$ cat src/rtl/button_cmd_scheduler.sv
// rtl/button_cmd_scheduler.sv - debounced button levels to press/auto-repeat commands
// Commands are queued in a first-word fall-through FIFO and drained over valid/ready.
module button_cmd_scheduler #(
   parameter int FCLK       = 20000000,
   parameter int HOLD_MS    = 500,
   parameter int REPEAT_MS  = 100,
   parameter int FIFO_DEPTH = 4
) (
   input  logic                          i_clk_mhz,
   input  logic                          i_rst_mhz,
   input  logic [3:0]                    i_btns_deb,
   input  logic                          i_enable,
   output logic                          o_cmd_valid,
   output logic [1:0]                    o_cmd_code,
   output logic                          o_cmd_repeat,
   input  logic                          i_cmd_ready,
   output logic [$clog2(FIFO_DEPTH):0]   o_fifo_count,
   output logic                          o_overflow,
   input  logic                          i_clr_overflow
);

   localparam int AW = $clog2(FIFO_DEPTH);
   localparam logic [31:0] c_hold = 32'(64'(FCLK) * 64'(HOLD_MS) / 64'd1000);
   localparam logic [31:0] c_rpt  = 32'(64'(FCLK) * 64'(REPEAT_MS) / 64'd1000);
   localparam logic [AW:0] c_full = (AW+1)'(FIFO_DEPTH);

   typedef enum logic [1:0] {
      ST_IDLE = 2'd0,
      ST_HELD = 2'd1,
      ST_RPT  = 2'd2
   } state_t;

   state_t      state, state_nxt;
   logic [3:0]  prev, latched, latched_nxt;
   logic        prev_valid;
   logic [31:0] timer, timer_nxt;
   logic        push, push_rpt, press, one_hot;
   logic [1:0]  push_idx;

   logic [2:0]    mem [FIFO_DEPTH];
   logic [AW-1:0] wr_ptr, rd_ptr;
   logic [AW:0]   count;
   logic          pop, full, wr_en;

   function automatic logic [1:0] btn_idx(input logic [3:0] b);
      case (b)
         4'b0010: btn_idx = 2'd1;
         4'b0100: btn_idx = 2'd2;
         4'b1000: btn_idx = 2'd3;
         default: btn_idx = 2'd0;
      endcase
   endfunction

   // prev_valid keeps a button held through reset release from looking like a fresh press
   assign one_hot = (i_btns_deb != 4'b0000) && ((i_btns_deb & (i_btns_deb - 4'd1)) == 4'b0000);
   assign press   = prev_valid && (prev == 4'b0000) && one_hot;

   always_ff @(posedge i_clk_mhz or posedge i_rst_mhz) begin
      if (i_rst_mhz) begin
         state      <= ST_IDLE;
         prev       <= 4'b0000;
         prev_valid <= 1'b0;
         latched    <= 4'b0000;
         timer      <= 32'd0;
      end else begin
         state      <= state_nxt;
         prev       <= i_btns_deb;
         prev_valid <= 1'b1;
         latched    <= latched_nxt;
         timer      <= timer_nxt;
      end
   end

   always_comb begin
      state_nxt   = state;
      latched_nxt = latched;
      timer_nxt   = 32'd0;
      push        = 1'b0;
      push_rpt    = 1'b0;
      push_idx    = btn_idx(latched);
      case (state)
         ST_IDLE: begin
            if (press && i_enable) begin
               push        = 1'b1;
               push_idx    = btn_idx(i_btns_deb);
               latched_nxt = i_btns_deb;
               state_nxt   = ST_HELD;
            end
         end
         ST_HELD: begin
            if ((i_btns_deb != latched) || !i_enable) begin
               state_nxt = ST_IDLE;
            end else if (timer == c_hold - 32'd1) begin
               push      = 1'b1;
               push_rpt  = 1'b1;
               state_nxt = ST_RPT;
            end else begin
               timer_nxt = timer + 32'd1;
            end
         end
         ST_RPT: begin
            if ((i_btns_deb != latched) || !i_enable) begin
               state_nxt = ST_IDLE;
            end else if (timer == c_rpt - 32'd1) begin
               push     = 1'b1;
               push_rpt = 1'b1;
            end else begin
               timer_nxt = timer + 32'd1;
            end
         end
         default: state_nxt = ST_IDLE;
      endcase
   end

   // A push into a full FIFO still lands when the head is popped in the same cycle
   assign o_cmd_valid = (count != '0);
   assign pop         = o_cmd_valid && i_cmd_ready;
   assign full        = (count == c_full);
   assign wr_en       = push && (!full || pop);

   always_ff @(posedge i_clk_mhz or posedge i_rst_mhz) begin
      if (i_rst_mhz) begin
         wr_ptr     <= '0;
         rd_ptr     <= '0;
         count      <= '0;
         o_overflow <= 1'b0;
         for (int i = 0; i < FIFO_DEPTH; i++) mem[i] <= 3'b000;
      end else begin
         if (wr_en) begin
            mem[wr_ptr] <= {push_rpt, push_idx};
            wr_ptr      <= wr_ptr + 1'b1;
         end
         if (pop) rd_ptr <= rd_ptr + 1'b1;
         if (wr_en && !pop)      count <= count + 1'b1;
         else if (!wr_en && pop) count <= count - 1'b1;
         if (push && full && !pop) o_overflow <= 1'b1;
         else if (i_clr_overflow)  o_overflow <= 1'b0;
      end
   end

   assign o_cmd_code   = o_cmd_valid ? mem[rd_ptr][1:0] : 2'b00;
   assign o_cmd_repeat = o_cmd_valid ? mem[rd_ptr][2]   : 1'b0;
   assign o_fifo_count = count;

endmodule

$ cat config.mk
export PLATFORM = sky130hd
export DESIGN_NAME = button_cmd_scheduler
export DESIGN_NICKNAME = d
export VERILOG_FILES = /design/src/rtl/button_cmd_scheduler.sv
export SDC_FILE = /design/constraint.sdc
export NUM_CORES = 1
export LEC_CHECK = 0
export CORE_MARGIN = 2
export CORE_UTILIZATION = 35
export DETAILED_ROUTE_END_ITERATION = 10
export GPL_TIMING_DRIVEN = 0
export PLACE_DENSITY = 0.54
export SKIP_LAST_GASP = 1
export SYNTH_ARGS = -nofsm -noshare
export SYNTH_HDL_FRONTEND = slang
export SYNTH_SLANG_ARGS = --single-unit
$ cat constraint.sdc
create_clock -name i_clk_mhz -period 6.21 [get_ports i_clk_mhz]
set_input_delay 1.242 -clock i_clk_mhz [delete_from_list [all_inputs] [get_ports i_clk_mhz]]
set_output_delay 1.242 -clock i_clk_mhz [all_outputs]
set_load 0.01 [all_outputs]
==> out/metrics.csv <==
metric,value,unit
skew,0.01256,ns
yosys_warnings,0,
synthMuxAreaShare,4.066,%
hold_viol_final,0,
cts_tree,built,
wl,6.547,mm
area_growth,16.64,%
synth_cell_types,49,
track_usage,14.53,%
worstRegToRegCells,12,
synth_edf_count,0,
fin_ws,2.281,ns
synth_seq_cells,63,
grt_pass1_wl,11.70,mm
drv_slew,0,
synthArstFlopShare,100.0,%
hpwl,4.560,mm
portBuffers,16,
layout.nets,364,
clock_sinks,63,
p_per_area,263.1,nW/µm²
period_minus_slack,3.929,ns
place_congestion,0.7759,
syn_inst,316,
tns,0,ns
setup.worst_path.end,o_fifo_count[2]$_DFFE_PP0P_,
arrival,4.19,ns
cts_buffers,9,
yosys.area_share.xor_xnor,11.86,%
r2r_slack,3.19,ns
drv_cap,0,
finalSetupViolations,0,
power_leakage,1.566,nW
vias_per_cell,4.826,
critical_path.startpoint,i_btns_deb[0],
drc,0,
gr-total-overflow,0,
synth_top_family_by_area,simple AND/OR/NAND/NOR gates,
antenna_left,0,
synth_fa_ha_area_share,4.367,%
hold_path_startpoint,mem[0]$_DFFE_PP0P_,
synth_compound_area_share,6.890,%
rows,35,
clk_path_buf_depth,2,
wire_per_inst,13.73,µm
io_pins,17,
diodes,0,
max_slew.worst_pin.slew,0.6597,ns
endpoint_kind,flip-flop,
synth.yosys.seq_area_share,47.44,%
htree_levels,3,
slew_headroom,55.95,%
grt_max_degree,35,
insertion_delay,0.34,ns
status,finished clean,
start_util,35.96,%
irDropWorstVdd,123.7,µV
die_y,101.4,µm
cts_hold_buf,0,
worstReg2RegEnd,o_fifo_count[2]$_DFFE_PP0P_,
fp.dieW,101.4,µm
num_vias,2302,
cts_root_buf,clkbuf_8,
post_cts_buffers,0,
pre_cts_ws,1.896,ns
regToRegStartpoint,timer[14]$_DFF_PP0_,
cts_resized,0,
antenna_found_initial,0,
drt-pass1-iter-count,4,
synth_fp_nets,336,
synth-simple-area-share,21.76,%
worst-setup-path-type,input port to flip-flop,
worstHoldPathType,flip-flop to flip-flop,
worstPathRequired,6.47,ns
fmax,0.2545,GHz
drt_iter0_markers,102,
synth_area_per_cell,10.52,µm²
grt_pass1_vias,2332,
core_area,9240,µm²
worstSetupStartpointType,input port,
clk_pin_slew_worst_paths,0.07,ns
layout-drive-gt1-share,11.21,%
yosys_most_used_dff,dfrtp_1,
final_util,41.95,%
rsz0062_at_grt,false,
period_share,63.27,%
crit_fanout,7,
synth_area,3323,µm²
dieArea,10290,µm²
[worst max-delay path, stage by stage]
cell             delay (ns)
clkdlybuf4s50_1        0.48
buf_1                  0.31
nor4b_1                0.28
a211oi_1               0.12
or2_2                  0.35
o21ai_2                0.15
nand2_2                0.13
inv_1                  0.09
ha_1                   0.17
inv_1                  0.06
fa_1                   0.37
xor2_1                 0.17
nor2_1                 0.12
xor2_1                 0.16
[per-layer routing]
layer / up-vias / global-route usage, % / wire length [µm]
met5: - / 0 / 0
met4: 0 / 4.574 / 93
met3: 10 / 4.486 / 234
met2: 31 / 22.06 / 2873
met1: 1117 / 19.94 / 3345
li1: 1144 / - / -
[final cells by class]
cell class                 count  area [µm²]
fill                         902        5364
multi-input combinational    228        1630
sequential                    63        1577
timing repair buffer          17       180.2
tap                          129       161.4
clock buffer                  11       141.4
clock inverter                 4       70.07
buffer                        12       67.56
inverter                      13       48.80
[power breakdown]
part | switching (mW) | leakage, nW | internal [mW] | total [mW]
sequential | 0.0286 | 0.835 | 0.436 | 0.465
clock | 0.158 | 0.109 | 0.234 | 0.392
combinational | 0.0748 | 0.622 | 0.0886 | 0.163
[state kept, by name, summed over array words and instances (netlist names)]
| signal | cells |
|---|---|
| rd_ptr | 2 |
| timer | 32 |
| prev_valid | 1 |
| wr_ptr | 2 |
| o_fifo_count | 3 |
| latched | 4 |
| o_overflow | 1 |
| prev | 4 |
| state | 2 |
| mem | 12 |
[cell families after synthesis]
kind of cell,count (synthesis)
xor gates and xnor gates,45
AOI/OAI and AO/OA,27
adders and majority gates,11
other,1
DFF,63
muxes,9
buffers and inverters,25
and+or+nand+nor,135
[through the flow]
step	instances	instance area, µm²	hold slack [ns]	power (mW)
6_report	477	3876	0.4925	1.020
5_1_grt	477	3876	0.5090	1.073
4_1_cts	477	3876	0.4945	1.037
3_5_place_dp	462	3665	0.4728	0.6380
3_3_place_gp	461	3645	0.4661	0.6332
2_1_floorplan	316	3323	0.4509	0.5745
[worst min path at each step]
stage                                     to  cells past startpoint
final                     mem[0]$_DFFE_PP0P_                      1
after global routing      mem[5]$_DFFE_PP0P_                      1
after CTS                 mem[5]$_DFFE_PP0P_                      1
after detailed placement  mem[8]$_DFFE_PP0P_                      1
after global placement    mem[8]$_DFFE_PP0P_                      1
after floorplan           mem[3]$_DFFE_PP0P_                      1
[synthesized netlist by cell type (all sizes together) (2+ instances only)]
| cell type | n | area, µm² |
|---|---|---|
| nor2 | 47 | 176.4 |
| or3 | 3 | 23.77 |
| and2 | 5 | 31.28 |
| nand2 | 16 | 62.56 |
| o211a | 2 | 27.53 |
| xnor2 | 16 | 140.1 |
| mux4 | 3 | 67.56 |
| nor4b | 6 | 58.80 |
| buf | 4 | 37.53 |
| xor2 | 29 | 254.0 |
| o21ai | 3 | 30.03 |
| nand4 | 7 | 50.05 |
| and4 | 2 | 20.02 |
| dfrtp | 63 | 1577 |
| mux2 | 6 | 67.56 |
| and3 | 6 | 37.54 |
| inv | 13 | 48.80 |
| a2bb2oi | 4 | 35.03 |
| a211oi | 2 | 15.01 |
| a31oi | 2 | 12.51 |
| nor3 | 5 | 25.02 |
| o2bb2ai | 8 | 70.07 |
| nor4 | 6 | 37.54 |
| nand3 | 26 | 142.6 |
| clkbuf | 8 | 30.03 |
| ha | 10 | 125.1 |
| a21oi | 3 | 15.01 |
[placed cells by master, fill, tap and decap left out, drive strengths merged, types with 4 or more instances in the layout]
master	n
and2	5
nor4	6
xor2	29
nand4	7
clkbuf	19
nor3	5
a2bb2oi	4
nand3	26
nor4b	6
nor2	47
buf	5
inv	13
nand2	16
o2bb2ai	8
clkdlybuf4s50	16
mux2	6
dfrtp	63
and3	6
ha	10
xnor2	16
Note: power is estimated with default switching activity, not from simulation.
